**config.mk**
```make
export PLATFORM = sky130hd
export DESIGN_NAME = multiword_add_sequencer_flat
export DESIGN_NICKNAME = d
export VERILOG_FILES = /design/src/rtl/multiword_add_sequencer_if.sv /design/src/rtl/multiword_add_sequencer.sv /design/src/flat_wrapper.sv
export SDC_FILE = /design/constraint.sdc
export NUM_CORES = 1
export LEC_CHECK = 0
export CAP_MARGIN = 20
export CORE_MARGIN = 10
export CORE_UTILIZATION = 35
export CTS_CLUSTER_DIAMETER = 30
export DETAILED_ROUTE_END_ITERATION = 12
export PLACE_DENSITY = 0.66
export SLEW_MARGIN = 20
export SYNTH_ARGS = -nofsm -noshare
export SYNTH_HDL_FRONTEND = slang
export SYNTH_SLANG_ARGS = --single-unit
export TNS_END_PERCENT = 30
```
**constraint.sdc**
```tcl
create_clock -name clk -period 4.45 [get_ports clk]
set_clock_uncertainty 0.15 [all_clocks]
set_input_delay 1.335 -clock clk [delete_from_list [all_inputs] [get_ports clk]]
set_output_delay 1.335 -clock clk [all_outputs]
set_load 0.02 [all_outputs]
```
**src/rtl/multiword_add_sequencer_if.sv**
```systemverilog
// Handshake and operand/result bundle for the multi-word add/subtract sequencer.
// The master side issues requests; the slave side is the sequencer itself.
interface multiword_add_sequencer_if #(
   parameter int unsigned WORDS = 4
);
   localparam int unsigned W = 16 * WORDS;

   logic         start;
   logic         sub;
   logic [W-1:0] a;
   logic [W-1:0] b;
   logic         busy;
   logic         done;
   logic [W-1:0] sum;
   logic         cout;
   logic         ovf;

   modport master (
      output start, sub, a, b,
      input  busy, done, sum, cout, ovf
   );

   modport slave (
      input  start, sub, a, b,
      output busy, done, sum, cout, ovf
   );
endinterface

```
**src/rtl/multiword_add_sequencer.sv**
```systemverilog
// WORDS x 16-bit add/subtract built from one shared 16-bit carry-chained adder slice.
// Limbs are processed low to high, one per cycle; the result is held until the next start.
module multiword_add_sequencer #(
   parameter int unsigned WORDS = 4
) (
   input logic                       clk,
   input logic                       nrst,
   multiword_add_sequencer_if.slave  bus
);
   localparam int unsigned W    = 16 * WORDS;
   localparam int unsigned IdxW = $clog2(WORDS);
   localparam logic [IdxW-1:0] LastIdx = IdxW'(WORDS - 1);

   typedef enum logic [1:0] {StIdle, StRun, StDone} state_e;

   state_e          state_q;
   logic [W-1:0]    a_q;
   logic [W-1:0]    b_q;
   logic            sub_q;
   logic            c_q;
   logic [IdxW-1:0] idx_q;
   logic [W-1:0]    sum_q;
   logic            cout_q;
   logic            ovf_q;
   logic            busy_q;
   logic            done_q;

   // The single shared adder slice, fed by the limb selected by idx_q.
   logic [IdxW+3:0] lsb;
   logic [15:0]     a_limb;
   logic [15:0]     b_limb;
   logic [16:0]     slice;
   logic            ovf_next;

   always_comb begin
      lsb      = {idx_q, 4'b0000};
      a_limb   = a_q[lsb +: 16];
      b_limb   = b_q[lsb +: 16] ^ {16{sub_q}};
      slice    = {1'b0, a_limb} + {1'b0, b_limb} + {16'd0, c_q};
      // Only meaningful on the top limb, where slice[15] is the new sum MSB.
      ovf_next = (a_q[W-1] == (b_q[W-1] ^ sub_q)) & (slice[15] != a_q[W-1]);
   end

   always_ff @(posedge clk or negedge nrst) begin
      if (!nrst) begin
         state_q <= StIdle;
         a_q     <= '0;
         b_q     <= '0;
         sub_q   <= 1'b0;
         c_q     <= 1'b0;
         idx_q   <= '0;
         sum_q   <= '0;
         cout_q  <= 1'b0;
         ovf_q   <= 1'b0;
         busy_q  <= 1'b0;
         done_q  <= 1'b0;
      end else begin
         unique case (state_q)
            StIdle, StDone: begin
               done_q <= 1'b0;
               if (bus.start) begin
                  a_q     <= bus.a;
                  b_q     <= bus.b;
                  sub_q   <= bus.sub;
                  c_q     <= bus.sub;
                  idx_q   <= '0;
                  sum_q   <= '0;
                  cout_q  <= 1'b0;
                  ovf_q   <= 1'b0;
                  busy_q  <= 1'b1;
                  state_q <= StRun;
               end else begin
                  state_q <= StIdle;
               end
            end
            StRun: begin
               sum_q[lsb +: 16] <= slice[15:0];
               c_q              <= slice[16];
               idx_q            <= idx_q + 1'b1;
               if (idx_q == LastIdx) begin
                  cout_q  <= slice[16];
                  ovf_q   <= ovf_next;
                  busy_q  <= 1'b0;
                  done_q  <= 1'b1;
                  idx_q   <= '0;
                  state_q <= StDone;
               end
            end
            default: begin
               busy_q  <= 1'b0;
               done_q  <= 1'b0;
               state_q <= StIdle;
            end
         endcase
      end
   end

   assign bus.busy = busy_q;
   assign bus.done = done_q;
   assign bus.sum  = sum_q;
   assign bus.cout = cout_q;
   assign bus.ovf  = ovf_q;
endmodule
```
**src/flat_wrapper.sv**
```systemverilog
// flat-port wrapper written by rule: the top's interface ports become plain ports
module multiword_add_sequencer_flat 
#(
   parameter int unsigned WORDS = 4
)
  (clk, nrst, bus_start, bus_sub, bus_a, bus_b, bus_busy, bus_done, bus_sum, bus_cout, bus_ovf);
  multiword_add_sequencer_if #(.WORDS(WORDS)) bus_i ();
  input logic clk;
  input logic nrst;
  input wire logic [$bits(bus_i.start)-1:0] bus_start;
  input wire logic [$bits(bus_i.sub)-1:0] bus_sub;
  input wire logic [$bits(bus_i.a)-1:0] bus_a;
  input wire logic [$bits(bus_i.b)-1:0] bus_b;
  output wire logic [$bits(bus_i.busy)-1:0] bus_busy;
  output wire logic [$bits(bus_i.done)-1:0] bus_done;
  output wire logic [$bits(bus_i.sum)-1:0] bus_sum;
  output wire logic [$bits(bus_i.cout)-1:0] bus_cout;
  output wire logic [$bits(bus_i.ovf)-1:0] bus_ovf;
  assign bus_i.start = bus_start;
  assign bus_i.sub = bus_sub;
  assign bus_i.a = bus_a;
  assign bus_i.b = bus_b;
  assign bus_busy = bus_i.busy;
  assign bus_done = bus_i.done;
  assign bus_sum = bus_i.sum;
  assign bus_cout = bus_i.cout;
  assign bus_ovf = bus_i.ovf;
  multiword_add_sequencer #(.WORDS(WORDS)) u_core (.clk(clk), .nrst(nrst), .bus(bus_i));
endmodule
```
* Word level (Yosys, flattened, before mapping)
Index checks and enable logic that the tools add are counted.
** Word-level totals
- Bits in registers :: 202
- Input port bits :: 132
- Output and inout port bits :: 68
- Logic and storage cells :: 57
** Operators by class
- Add/sub/neg operators :: 4
- Equal/unequal tests :: 7
- Shifts and indexed selects :: 4
- Mux-type cells :: 21
- Bitwise gates (word level) :: 3
- Reductions and logical operators :: 7
** Operator list (count)
- $pmux W64 S2 :: 1
- $shiftx A64 B7 Y16 :: 2
- $bwmux W64 :: 1
- $mux W64 :: 1
- $shift A16 B8 Y64 const A :: 1
- $shiftx A16 B8 Y64 :: 1
- $add A16 B16 Y17 :: 1
- $add A17 B1 Y17 :: 1
- $xor A16 B16 Y16 :: 1
- $mux W1 :: 9
- $neg A6 Y8 :: 1
- $pmux W1 S2 :: 4
- $pmux W2 S2 :: 2
- $mux W2 :: 3
- $reduce_and A2 Y1 :: 3
- $eq A2 B2 Y1 const B :: 2
- $reduce_and A3 Y1 :: 1
- $add A2 B1 Y2 const B :: 1
- $eq A2 B1 Y1 const B :: 1
- $logic_not A2 Y1 :: 1
- $ne A2 B1 Y1 const B :: 1
- $ne A2 B2 Y1 const B :: 1
- $reduce_bool A2 Y1 :: 1
- $reduce_or A2 Y1 :: 1
- other kinds (4) :: 4

* Longest topological paths before layout
- Word-level depth :: 8
- Gate-level depth with buffers :: 12
- Gate-level depth less buffers :: 10

* Least setup slack after synthesis
No wires, ideal clock.
- Kind :: flip-flop to flip-flop
- From :: reg u_core.idx_q[1]
- To :: reg u_core.sum_q[10] (netlist: u_core.bus.sum[10])
- Library setup time :: 138 ps
- Arrival :: 3385 ps
- Data required time :: 4162 ps
- Path slack :: 777 ps
- Cell stages (with the launch flop) :: 13
- Buffers on the path :: 2
- Clock period less this slack :: 3673 ps
- Path through :: dfrtp_1 > clkbuf_1 > clkbuf_1 > mux4_2 > xnor2_1 > fa_1 > fa_1 > nor2b_1 > o31ai_2 > a211oi_1 > nor4b_1 > a211oi_1 > o21ai_0
** On the way
- Word-level cells in the longest chain between the ends :: 7
- Elaborated cells between the ends (all ways) :: 10
- Classes of those cells :: 3 x add/sub; 4 x shift; 2 x mux; 1 x bitwise
** RTL lines
- start: declaration :: line multiword_add_sequencer.sv:21 : logic [IdxW-1:0] idx_q;
- start signal: assignment :: line multiword_add_sequencer.sv:79 : idx_q <= idx_q + 1'b1;
- $shiftx A64 B7 Y16 :: line multiword_add_sequencer.sv:38 : b_limb = b_q[lsb +: 16] ^ {16{sub_q}};
- $xor A16 B16 Y16 :: line multiword_add_sequencer.sv:38
- $add A16 B16 Y17 :: line multiword_add_sequencer.sv:39 : slice = {1'b0, a_limb} + {1'b0, b_limb} + {16'd0, c_q};
- $add A17 B1 Y17 :: line multiword_add_sequencer.sv:39
- $shiftx A16 B8 Y64 :: line multiword_add_sequencer.sv:77 : sum_q[lsb +: 16] <= slice[15:0];
- $bwmux W64 (*) :: line multiword_add_sequencer.sv:77
- $pmux W64 S2 (*) :: line multiword_add_sequencer.sv:58 : unique case (state_q)
- end signal: indexed assignment :: line multiword_add_sequencer.sv:77
- end: declaration :: line multiword_add_sequencer.sv:22 : logic [W-1:0] sum_q;
Mark *: on every way between the ends. The rest lies on a longest branch, timed or not.
A chain may end at the register's enable or synchronous reset.

* Worst setup path in the final report
- From :: reg u_core.idx_q[0]
- To :: reg u_core.sum_q[26] (netlist: u_core.bus.sum[26])
Same word-level chain as after synthesis.

==> impl_metrics.toml <==
[clocking]
cts_hold_buf = 0
cts-resized-gates = 0
htreeDepth = 2
insertion_delay_ns = 0.51
clkSinkCount = 201
path_clk_slew_ns = 0.05
clockBufferDepth = 3
root_buffer = "clkbuf_16"
cts_tree = "yes"
cts_setup_buffers = 0
numCtsBuffers = 42

[sta]
period_share_pct = 90.5
max_freq_mhz = 248
relSlewSlack_pct = 44.0
timing.hold.ws_ns = 0.314
hold_viol = 0
min_period_ns = 4.03
tightest_slew_ns = 0.835
setup_viol = 0
slew_viol_final = 0
rsz0062_at_grt = "false"
tns_ns = 0

[power_and_ir_drop]
leakage_nw = 6.28
peakVddDrop_mv = 0.595
cellPowerDensity_nw_per_um2 = 1020

[worst_setup_path]
crit_path_end_kind = "flop"
r2r_cells = 11
crit_fanout = 15
r2r-start = "u_core.idx_q[0]"
start_kind = "flop"
crit_arrival_ns = 4.24
endpoint = "u_core.bus.sum[26]"
r2r_slack_ns = 0.42
critPathLaunch = "u_core.idx_q[0]"
critPathMostFrequentCell = "a211oi_1"
critPathRequiredTime_ns = 4.66
cpPeakStageDelay_ns = 0.61
cp_cell_sequence = "buf_4 -> mux4_2 -> xor2_1 -> inv_1 -> fa_1 -> nor2b_1 -> o31ai_2 -> a211oi_1 -> nor4b_1 -> a211oi_1 -> o21ai_0"
r2r_end = "u_core.bus.sum[26]"
slowest_stage = "dfrtp_2"
path_class = "flop to flop"

[drt]
drc = 0
drt_iter0_markers = 566
drt-pass1-iter-count = 5
avgViaCountPerCell = 5.02
routed_wl_um = 28200
drtAntennaViolNets = 0
wl_per_cell_um = 18.5
vias = 7651

[placement]
place.gp.congestion = 0.892
post-dp-hpwl_um = 20700
dpl_cell_area_um2 = 11700
io_buffers = 199

[min_path]
hp-class = "flop to flop"

[synthesis]
synth_top_flop_cell = "dfrtp_1"
yosysSeqAreaShare_pct = 53.9
avgSynthCellArea_um2 = 9.84
yosys_register_bits = 201
yosysWarnings = 0
async_reset_ff_share_pct = 100
yosysUniqueCellTypes = 48
synth_enable_flop_cells = 0
syn_inst = 949
netlist_area_um2 = 9340
syn-num-nets = 1102

[die]
start_util_pct = 35.7
rows = 59
io_pins = 200
dieArea_um2 = 33600
core-area_um2 = 26100
die-height_um = 183
chipWidth_um = 183

[cells_and_area]
mostFrequentLayoutCells = "nand2_1, dfrtp_1, clkdlybuf4s50_1, clkbuf_16, a22o_1"
drive_above_1_share_pct = 11.3
design_area_um2 = 13200
layout_commonest_cell = "nand2_1"
diodes = 0
utilization_pct = 50.7
final_nets = 1312
area_growth_pct = 41.7

[grt]
grt_pass1_vias = 7974
grt_pass1_wl_um = 44700
antenna_found_initial = 1
globalRouteOverflowTotal = 0
grt_usage_pct = 16.7
grt_max_degree = 129

[flow_run]
max_cap_violations = 0

[status]
status = "completed"
==> metal layers <==
metal / track usage (%) / vias to the layer above / share of wire (%)
li1: - / 3620 / -
met5: 0 / - / 0.028
met2: 25.8 / 256 / 46
met3: 4.51 / 51 / 7.0
met4: 5.77 / 2 / 2.7
met1: 22.1 / 3722 / 45
==> stage by stage <==
stage	worst slack, ns	cells	total power [mW]
3_3_place_gp	0.526	1450	9.96
6_report	0.424	1524	13.4
2_1_floorplan	0.777	949	7.71
3_5_place_dp	0.441	1450	10.1
5_1_grt	0.161	1524	14.3
4_1_cts	0.421	1524	13.5
==> how the worst min path moves through the flow <==
stage / startpoint / endpoint / slack (ns) / cells after the start
after global routing: u_core.a_q[12] / u_core.a_q[12] / 0.35 / 2
after detailed placement: u_core.a_q[12] / u_core.a_q[12] / 0.31 / 2
after floorplan: u_core.a_q[32] / u_core.a_q[32] / 0.29 / 2
final: u_core.a_q[1] / u_core.a_q[1] / 0.31 / 2
after CTS: u_core.a_q[12] / u_core.a_q[12] / 0.32 / 2
after global placement: u_core.a_q[20] / u_core.a_q[20] / 0.30 / 2
==> sequential cells by signal (all words and copies together), names as in the netlist <==
register and flops:
u_core.a_q 64, u_core.b_q 64, u_core.bus.sum 64, u_core.idx_q 2, u_core.state_q 2, u_core.bus.busy 1
u_core.bus.cout 1, u_core.bus.ovf 1, u_core.c_q 1, u_core.sub_q 1
==> synth_stat cells, types with 6 or more instances <==
master / number / share of area (%)
nand2_1: 433 / 17
nor2_1: 13 / 0.52
xor2_1: 21 / 2.0
mux4_2: 32 / 7.7
clkbuf_1: 39 / 1.6
ha_1: 19 / 2.5
xnor2_1: 6 / 0.56
dfrtp_1: 201 / 54
a21oi_1: 23 / 1.2
buf_2: 8 / 0.43
a22o_1: 40 / 3.8
o21ai_0: 30 / 1.6
inv_1: 12 / 0.48
==> critical path, delay by kind of cell, from the launching register on <==
kind,cells,cell delay (ns)
AND/OR/NAND/NOR,2,0.35
buffers and inverters,2,0.41
adder cells (fa/ha/maj),1,0.45
multiplexers,1,0.53
AO/OA/AOI/OAI,4,1.15
flip-flops,1,0.61
XOR/XNOR,1,0.23
==> final cells by class <==
cell class | instances | area (um^2)
sequential | 201 | 5030
timing repair buffer | 215 | 2150
fill | 2397 | 12900
inverter | 12 | 45.0
tap | 335 | 419
clock buffer | 50 | 1140
multi-input combinational | 687 | 4090
clock inverter | 24 | 359
==> report_power, final <==
part           internal, mW  switching, mW
logic                  2.68           4.31
clock network          2.29           1.01
registers              2.62          0.530
total                  7.59           5.85
==> logic make-up (layout without fill, tap and decap cells) <==
logic type,after synthesis,after routing,share of synthesized area (%)
xor gates and xnor gates,27,27,2.53
buffers and inverters,61,301,2.56
DFF,201,201,53.9
muxes,35,35,8.05
adders and majority gates,21,21,2.97
AOI/OAI and AO/OA,121,121,9.23
and+or+nand+nor,483,483,20.8
No activity file was read; power rests on OpenSTA's default activity.
